===== config.mk =====
export PLATFORM = sky130hd
export DESIGN_NAME = pipe_hazard_ctrl
export DESIGN_NICKNAME = d
export VERILOG_FILES = /design/src/rtl/pipe_hazard_ctrl.sv
export SDC_FILE = /design/constraint.sdc
export NUM_CORES = 1
export LEC_CHECK = 0
export CORE_ASPECT_RATIO = 1.25
export CORE_UTILIZATION = 23
export DETAILED_ROUTE_END_ITERATION = 12
export DONT_BUFFER_PORTS = 1
export GPL_TIMING_DRIVEN = 0
export SLEW_MARGIN = 15
export SYNTH_ARGS = -nofsm -noshare
export SYNTH_HDL_FRONTEND = slang
export SYNTH_SLANG_ARGS = --single-unit

===== constraint.sdc =====
create_clock -name clk -period 6.5 [get_ports clk]
set_input_delay 0.65 -clock clk [delete_from_list [all_inputs] [get_ports clk]]
set_output_delay 0.65 -clock clk [all_outputs]
set_load 0.005 [all_outputs]

===== src/rtl/pipe_hazard_ctrl.sv =====
// Pipeline hazard controller: load-use stalls, taken-branch flushes,
// memory-wait freeze, plus saturating stall/flush performance counters.
//
// state    | meaning
// ---------+------------------------------------------------------------
// ST_RUN   | normal flow; detects load-use hazards and taken branches
// ST_STALL | extra load-use bubble cycles beyond the first
// ST_FLUSH | extra IF/ID + ID/EX flush cycles after a taken branch
// (2'b11)  | unreachable; decoded as ST_RUN
module pipe_hazard_ctrl #(
    parameter int REG_W        = 5,
    parameter int STALL_CYCLES = 1,
    parameter int FLUSH_CYCLES = 1,
    parameter int CNT_W        = 32
) (
    input  logic             clk,
    input  logic             rst,
    input  logic [REG_W-1:0] rs1_d,
    input  logic [REG_W-1:0] rs2_d,
    input  logic [REG_W-1:0] rd_e,
    input  logic             mem_read_e,
    input  logic             branch_taken_e,
    input  logic             imem_ready,
    input  logic             dmem_ready,
    input  logic             perf_clr,
    output logic             pc_en,
    output logic             if_id_en,
    output logic             if_id_flush,
    output logic             id_ex_en,
    output logic             id_ex_flush,
    output logic             ex_mem_en,
    output logic             mem_wb_en,
    output logic [1:0]       state_o,
    output logic [CNT_W-1:0] stall_cnt,
    output logic [CNT_W-1:0] flush_cnt
);

    typedef enum logic [1:0] {
        ST_RUN   = 2'b00,
        ST_STALL = 2'b01,
        ST_FLUSH = 2'b10
    } state_t;

    // count only ever holds up to (cycles - 1), so clog2(max) bits suffice
    localparam int MAXC = (STALL_CYCLES > FLUSH_CYCLES) ? STALL_CYCLES : FLUSH_CYCLES;
    localparam int CW   = (MAXC < 2) ? 1 : $clog2(MAXC);

    state_t           state_q, state_d;
    logic [CW-1:0]    count_q, count_d;
    logic [CNT_W-1:0] stall_cnt_q, stall_cnt_d;
    logic [CNT_W-1:0] flush_cnt_q, flush_cnt_d;

    logic freeze;
    logic load_use;
    logic stall_inc;
    logic flush_inc;

    assign freeze   = !imem_ready || !dmem_ready;
    assign load_use = mem_read_e && (rd_e != '0) && ((rd_e == rs1_d) || (rd_e == rs2_d));

    // Next-state and pipeline controls; reset and freeze force everything idle
    always_comb begin
        state_d     = state_q;
        count_d     = count_q;
        stall_inc   = 1'b0;
        flush_inc   = 1'b0;
        pc_en       = 1'b1;
        if_id_en    = 1'b1;
        if_id_flush = 1'b0;
        id_ex_en    = 1'b1;
        id_ex_flush = 1'b0;
        ex_mem_en   = 1'b1;
        mem_wb_en   = 1'b1;

        if (!rst || freeze) begin
            pc_en     = 1'b0;
            if_id_en  = 1'b0;
            id_ex_en  = 1'b0;
            ex_mem_en = 1'b0;
            mem_wb_en = 1'b0;
        end else if (branch_taken_e) begin
            if_id_flush = 1'b1;
            id_ex_flush = 1'b1;
            flush_inc   = 1'b1;
            if (FLUSH_CYCLES > 1) begin
                state_d = ST_FLUSH;
                count_d = CW'(FLUSH_CYCLES - 1);
            end else begin
                state_d = ST_RUN;
                count_d = '0;
            end
        end else begin
            case (state_q)
                ST_STALL: begin
                    pc_en       = 1'b0;
                    if_id_en    = 1'b0;
                    id_ex_flush = 1'b1;
                    stall_inc   = 1'b1;
                    if (count_q == CW'(1)) begin
                        state_d = ST_RUN;
                        count_d = '0;
                    end else begin
                        count_d = count_q - CW'(1);
                    end
                end
                ST_FLUSH: begin
                    if_id_flush = 1'b1;
                    id_ex_flush = 1'b1;
                    if (count_q == CW'(1)) begin
                        state_d = ST_RUN;
                        count_d = '0;
                    end else begin
                        count_d = count_q - CW'(1);
                    end
                end
                default: begin
                    state_d = ST_RUN;
                    if (load_use) begin
                        pc_en       = 1'b0;
                        if_id_en    = 1'b0;
                        id_ex_flush = 1'b1;
                        stall_inc   = 1'b1;
                        if (STALL_CYCLES > 1) begin
                            state_d = ST_STALL;
                            count_d = CW'(STALL_CYCLES - 1);
                        end
                    end
                end
            endcase
        end
    end

    // Saturating counters; clear wins over a same-cycle increment
    always_comb begin
        stall_cnt_d = stall_cnt_q;
        flush_cnt_d = flush_cnt_q;
        if (perf_clr) begin
            stall_cnt_d = '0;
            flush_cnt_d = '0;
        end else begin
            if (stall_inc && (stall_cnt_q != '1)) stall_cnt_d = stall_cnt_q + CNT_W'(1);
            if (flush_inc && (flush_cnt_q != '1)) flush_cnt_d = flush_cnt_q + CNT_W'(1);
        end
    end

    // State, count and counter registers
    always_ff @(posedge clk or negedge rst) begin
        if (!rst) begin
            state_q     <= ST_RUN;
            count_q     <= '0;
            stall_cnt_q <= '0;
            flush_cnt_q <= '0;
        end else begin
            state_q     <= state_d;
            count_q     <= count_d;
            stall_cnt_q <= stall_cnt_d;
            flush_cnt_q <= flush_cnt_d;
        end
    end

    assign state_o   = state_q;
    assign stall_cnt = stall_cnt_q;
    assign flush_cnt = flush_cnt_q;

endmodule


==> results of run 1 <==
[critical path: stages, from the launching register on]
cell     delay, ns
dfrtp_1       0.49
nand2_1       0.18
nor4_1        0.74
nand2_1       0.16
or4b_1        0.59
nor2_1        0.13
mux2_2        0.35
[kinds of logic (layout without fill, tap and decap cells)]
family | Yosys count | count (layout) | synth area share
fa+ha+maj | 2 | 2 | 0.00678
mux | 7 | 7 | 0.0210
flops | 64 | 64 | 0.434
compound gates | 68 | 68 | 0.112
other cells | 1 | 2 | 0.00102
xor+xnor | 37 | 37 | 0.0878
simple gates | 209 | 209 | 0.307
buf+inv | 23 | 39 | 0.0305
[report_power, final]
part	leakage [uW]	total (uW)	switching, uW	internal (uW)
Combinational	0.000508	30.1	19.3	10.8
Sequential	0.000894	400	0.466	399
Clock	0.000141	444	171	273
Total	0.00154	874	190	683
[what timing repair did]
item,4_1_cts,5_1_grt
endpoints found under the setup margin,0,0
hold endpoints to repair,0,18
resized for setup,0,0
hold buffers,0,1
[area by class of cell]
class | count | area [sq um]
fill | 1689 | 11400
multi-input combinational | 325 | 1980
sequential | 64 | 1600
tap | 212 | 265
clock buffer | 11 | 253
buffer | 15 | 82.6
inverter | 8 | 30.0
clock inverter | 4 | 20.0
timing repair buffer | 1 | 10.0
[per-stage QoR]
| stage | hold slack, ns | worst slack [ns] | std cells |
|---|---|---|---|
| after floorplan | 0.354 | 4.08 | 412 |
| after global placement | 0.356 | 3.56 | 624 |
| after detailed placement | 0.356 | 3.49 | 624 |
| after CTS | 0.00348 | 3.80 | 639 |
| after global routing | 0.00203 | 3.55 | 640 |
| final | 0.0134 | 3.75 | 640 |
[metal layers]
| metal | track usage | routed length, microns | vias to the layer above |
|---|---|---|---|
| li1 | - | - | 1525 |
| met1 | 0.137 | 4020 | 1614 |
| met2 | 0.238 | 5370 | 127 |
| met3 | 0.0502 | 883 | 16 |
| met4 | 0.0492 | 210 | 0 |
| met5 | 0 | 0 | - |
[cell usage in the layout, fill, tap and decap left out, drive strengths merged, types with 2 or more instances in the layout]
master  Yosys  routed
dfrtp      64      64
nor2       46      46
nand2      32      32
a21oi      29      29
nand4      29      29
nand3      28      28
xor2       23      23
or3        23      23
o21ai      21      21
clkbuf      9      20
xnor2      14      14
nor3        9       9
inv         8       8
or4         8       8
o31ai       7       7
nor2b       7       7
nor4        7       7
mux2        6       6
buf         6       6
and3        5       5
and4        5       5
clkinv      0       4
and2        3       3
a31oi       2       2
or4b        2       2
or2         2       2
ha          2       2
conb        1       2
[final timing paths]
check                               from             to  slack (ns)  cells past startpoint
setup / recovery           stall_cnt[12]  stall_cnt[26]        3.75                      6
hold / removal                       rst  stall_cnt[23]        0.01                      0
setup reg to reg           stall_cnt[12]  stall_cnt[26]        3.75                      6
hold reg to reg            stall_cnt[31]  stall_cnt[31]        0.62                      2
max in group asynchronous            rst  stall_cnt[19]        5.09                      1
min in group clk                perf_clr  stall_cnt[13]        0.57                      2
[registers in the layout (all words and copies together), names as in the netlist]
| signal | count |
|---|---|
| flush_cnt | 32 |
| stall_cnt | 32 |
==> results by group, run 1 <==
Clock tree
  – Reg clk slew, reported paths: roughly 0.050 ns
  – Clock buffer depth: 2
  – Clock root cell: clkbuf_16
  – Post CTS Setup Buffer Count: 0
  – Skew-Pair Late Insertion Delay: between 0.3 and 0.4 ns
  – # H-tree levels: 3
  – Clock sinks: 64
  – Clock buffer count from CTS: 9
  – CTS tree: yes

Yosys
  – Cells after synthesis: 411
  – Number of synthesized flops with an enable pin: 0
  – Yosys top cell area share: 0.434
  – Ys Warns: 0
  – Prevailing post-synth register cell: dfrtp_1
  – Syn Area/Cell: roughly 9.0 sq um
  – Seq/Total Area, Yosys: 0.434
  – Most frequent cells after synthesis: dfrtp_1, nor2_1, nand2_1
  – Synth area leader: dfrtp_1
  – Count of cell types in the netlist: 46
  – Post-synth ARST share: 1.00
  – FF+latch count, synth: between 60 and 70
  – Leading cell type by number of instances after synthesis: dfrtp_1
  – Post-Syn Area: about 3700 sq um
  – Synth area leaders: dfrtp_1, xor2_1, nand4_1

Die
  – Num rows: 51
  – Die area: 16600 sq um
  – I/O Pins: 95
  – Die span in y: 144 microns
  – Die Width: about 120 microns
  – Total core area: about 16000 sq um
  – Initial core utilization: 0.236

Placed design
  – I/O Buffers: 0
  – Area post-placement: 3960 sq um
  – GPL Wtd Cong: around 0.76
  – Post-DP HPWL: roughly 7700 microns

Drt
  – DR vias: between 3000 and 4000
  – Detailed-router iteration count before antenna repair: 4
  – # DRC: 0
  – Initial DRC count: between 150 and 200
  – Final WL: about 10000 microns
  – Via density: around 5
  – Routed WL per cell: around 16 microns
  – Antenna Nets Post-Route: 0

Power
  – Static Leak: ~0.0015 uW
  – Tot Pwr: between 800 and 900 uW
  – Worst VDD drop: roughly 0.00013 V
  – P per Cell Area: 206 nW/um^2

Run
  – Maxcap violations: 0

Global route
  – Vias in the first global route: roughly 3200
  – First-pass GRT wire length: approximately 17000 microns
  – GRT Residual Overflow: 0
  – Pin count of the biggest net entering global routing: 66
  – Initial antenna violation count: 0
  – GRT Util Overall: 0.132

Timing
  – Clk_skew: between 0.003 and 0.004 ns
  – Worst slew pin tran: 0.991 ns
  – Relative slew slack: 0.333
  – Fmax: 363 MHz
  – Final setup viols: 0
  – Min Tclk post-route: approximately 2.8 ns
  – Final Hold Viols: 0
  – Max-slew violation count: 0
  – Period utilization: 0.424
  – Total negative slack: 0 ns
  – RSZ-0062 raised after global routing: false

Worst setup path
  – Critical path launch point type: flop
  – Critical path type: reg2reg
  – Worst setup EP type: flop
  – CP max FO: 6
  – Crit path arrival time: between 2 and 3 ns
  – Data required, critical path: between 6 and 7 ns

Layout
  – Ratio of cells with drive above 1 in the final layout: 0.0841
  – Area Growth Syn to Fin: 15.0%
  – Finished layout cell area: between 4000 and 5000 sq um
  – Final Util: 0.271
  – Ant. Diodes: 0
  – Final nets: approximately 450

Outcome
  – Status: finished clean

Min path
  – Hold crit path type: in2async
No activity file was read; power rests on OpenSTA's default activity.
==> inputs of run 2 (changes only) <==
==> constraint.sdc (replaced) <==
create_clock -name clk -period 2.48 [get_ports clk]
set_input_delay 0.248 -clock clk [delete_from_list [all_inputs] [get_ports clk]]
set_output_delay 0.248 -clock clk [all_outputs]
set_load 0.005 [all_outputs]
==> run 2 against run 1 <==
Worst setup slack worse by 3.7 ns. Sequential power rose to 2.6 times the previous value. Fmax up 15%. Count of clock-buffer cells in the layout unchanged. Total power rose to 2.6 times the previous value. Final area up 2.4%. Sequential share of layout area down 0.82 points. Wire length up 0.82%. Critical path depth up 1. Final cell count up 0.47%. Largest power group unchanged. Highest routed layer unchanged.
==> results by group, run 2 (synthesized netlist as in run 1, its figures left out) <==
Outcome
  – Status: finished clean (unchanged)

Die
  – I/O Pins: 95 (unchanged)
  – Die span in y: 144 microns (unchanged)
  – Die area: 16600 sq um (unchanged)
  – Die Width: 115 microns (unchanged)
  – Num rows: 51 (unchanged)
  – Initial core utilization: 0.236 (unchanged)
  – Total core area: 15600 sq um (unchanged)

Clock tree
  – Reg clk slew, reported paths: 0.05 ns (about the same)
  – Clock buffer count from CTS: 9 (unchanged)
  – Skew-Pair Late Insertion Delay: 0.33 ns (about the same)
  – # H-tree levels: 3 (unchanged)
  – Clock sinks: 64 (unchanged)
  – Clock root cell: clkbuf_16 (unchanged)
  – CTS tree: yes (unchanged)
  – Clock buffer depth: 2 (unchanged)

Drt
  – Antenna Nets Post-Route: 0 (unchanged)
  – Routed WL per cell: 16.4 microns (about the same)
  – Final WL: 10600 microns (was 10500 microns)
  – # DRC: 0 (unchanged)
  – Initial DRC count: 183 (was 182)
  – DR vias: 3315 (was 3282)
  – Via density: 5.16 (was 5.13)
  – Detailed-router iteration count before antenna repair: 5 (was 4)

Timing
  – Worst slew pin tran: 0.776 ns (was 0.991 ns)
  – Min Tclk post-route: 2.39 ns (was 2.75 ns)
  – Fmax: 419 MHz (was 363 MHz)
  – Final setup viols: 0 (unchanged)
  – Period utilization: 0.962 (was 0.424)
  – RSZ-0062 raised after global routing: false (unchanged)
  – Max-slew violation count: 0 (unchanged)
  – Clk_skew: 0.00471 ns (was 0.00380 ns)
  – Final Hold Viols: 0 (unchanged)
  – Relative slew slack: 0.480 (was 0.333)
  – Total negative slack: 0 ns (unchanged)
  – PnR worst setup slack: 0.0935 ns (was 3.75 ns)
  – Fin Hold WS: 0.169 ns (was 0.0134 ns)

Global route
  – GRT Util Overall: 0.133 (was 0.132)
  – Initial antenna violation count: 0 (unchanged)
  – Vias in the first global route: 3229 (was 3227)
  – First-pass GRT wire length: 16700 microns (was 16600 microns)
  – Gr busiest metal: met2 (unchanged)
  – GR Layer Usage met3: 0.0489 (was 0.0502)
  – GRT Residual Overflow: 0 (unchanged)
  – Met1 Usage GRT: 0.138 (was 0.137)
  – Pin count of the biggest net entering global routing: 65 (was 66)
  – Met2 usage: 0.244 (was 0.238)

Placed design
  – Pre-CTS WS: -0.217 ns (was 3.49 ns)
  – Post-DP HPWL: 7730 microns (unchanged)
  – I/O Buffers: 0 (unchanged)
  – GPL Wtd Cong: 0.762 (unchanged)

Min path
  – Hold crit path type: in2reg (was in2async)

Worst setup path
  – Critical path launch point type: flop (unchanged)
  – Crit-path leading delay family: simple AND/OR/NAND/NOR gates (unchanged)
  – Data required, critical path: 2.73 ns (was 6.72 ns)
  – CP cell instances: nand4_4, or3_4, a311oi_2, nand3_1, buf_6, or3b_1, a21oi_1 (was nand2_1, nor4_1, nand2_1, or4b_1, nor2_1, mux2_2)
  – Critical-path cell with the highest stage delay: dfrtp_1 (was nor4_1)
  – CP max FO: 10 (was 6)
  – Crit path buf inv count: 1 (was 0)
  – Critical path type: reg2reg (unchanged)
  – Worst setup EP type: flop (unchanged)
  – Slowest stage delay, CP: 0.49 ns (was 0.74 ns)
  – Crit path arrival time: 2.64 ns (was 2.97 ns)

Layout
  – Commonest cells after routing, fill and taps aside: dfrtp_1, nor2_1, nand2_1 (unchanged)
  – FILL cells: 1677 (was 1689)
  – Most common cell after layout, fill and taps aside: dfrtp_1 (unchanged)
  – Ratio of cells with drive above 1 in the final layout: 0.111 (was 0.0841)
  – Area Growth Syn to Fin: 17.8% (was 15.0%)
  – Final nets: 451 (was 448)
  – Ant. Diodes: 0 (unchanged)
  – Final Util: 0.278 (was 0.271)
  – Area of the multi-input gates: 2040 sq um (was 1980 sq um)
  – Sequential Area: 1610 sq um (was 1600 sq um)

Power
  – P per Cell Area: 532 nW/um^2 (was 206 nW/um^2)
  – Worst VDD drop: 0.000339 V (was 0.000126 V)
  – Static Leak: 0.00161 uW (was 0.00154 uW)

Run
  – Maxcap violations: 0 (unchanged)
-- run 2: changes by cell type in the layout (fill, tap and decap cells not counted), moves of 2 or more --
| cell | change |
|---|---|
| nor4_1 | -5 |
| dfrtp_1 | -3 |
| dfrtp_2 | +3 |
| nor4_2 | +3 |
| buf_4 | +2 |
| nor4_4 | +2 |
-- run 2: layer usage --
layer | routed length [microns] | up-vias | part of all wire
met1 | 4030 | 1637 | 0.38
met5 | 0 | - | 0
li1 | - | 1531 | -
met2 | 5470 | 133 | 0.52
met3 | 884 | 14 | 0.084
met4 | 186 | 0 | 0.018
-- run 2: final timing paths --
path | start | endpoint | slack [ns] | cells past startpoint
worst max register to register | stall_cnt[4] | stall_cnt[20] | 0.09 | 7
worst min-delay path | perf_clr | stall_cnt[13] | 0.17 | 2
max in group asynchronous | rst | stall_cnt[3] | 1.73 | 2
worst min register to register | stall_cnt[31] | stall_cnt[31] | 0.61 | 2
min in group asynchronous | rst | stall_cnt[26] | 0.45 | 2
worst max-delay path | stall_cnt[4] | stall_cnt[20] | 0.09 | 7
-- run 2: layout make-up --
type,count,share of cell area
Buffer,15,0.0190
Clock buffer,11,0.0582
Clock inverter,4,0.00461
Inverter,8,0.00691
Multi-Input combinational cell,325,0.469
Sequential cell,64,0.369
Tap cell,212,0.0610
Timing Repair Buffer,4,0.0121
-- run 2: repair_timing --
action                                  4_1_cts  5_1_grt
hold buffers                                  2        0
setup buffers                                 0        2
endpoints found under the setup margin       12       30
gates resized for setup                       4        8
hold endpoints to repair                     64        0
pin swaps                                     0        2
-- run 2: report_power, final --
group / switching [uW] / internal [uW] / total [uW]
registers: 1.22 / 1050 / 1050
clock network: 449 / 717 / 1170
logic: 66.1 / 33.0 / 99.0
-- run 2: stage by stage --
step | instance area [sq um] | power, uW | std cells
finish | 4350 | 2310 | 643
global route | 4350 | 2390 | 643
CTS | 4290 | 2330 | 641
detailed placement | 3960 | 1140 | 624
global placement | 3960 | 1140 | 624
floorplan | 3690 | 1120 | 412
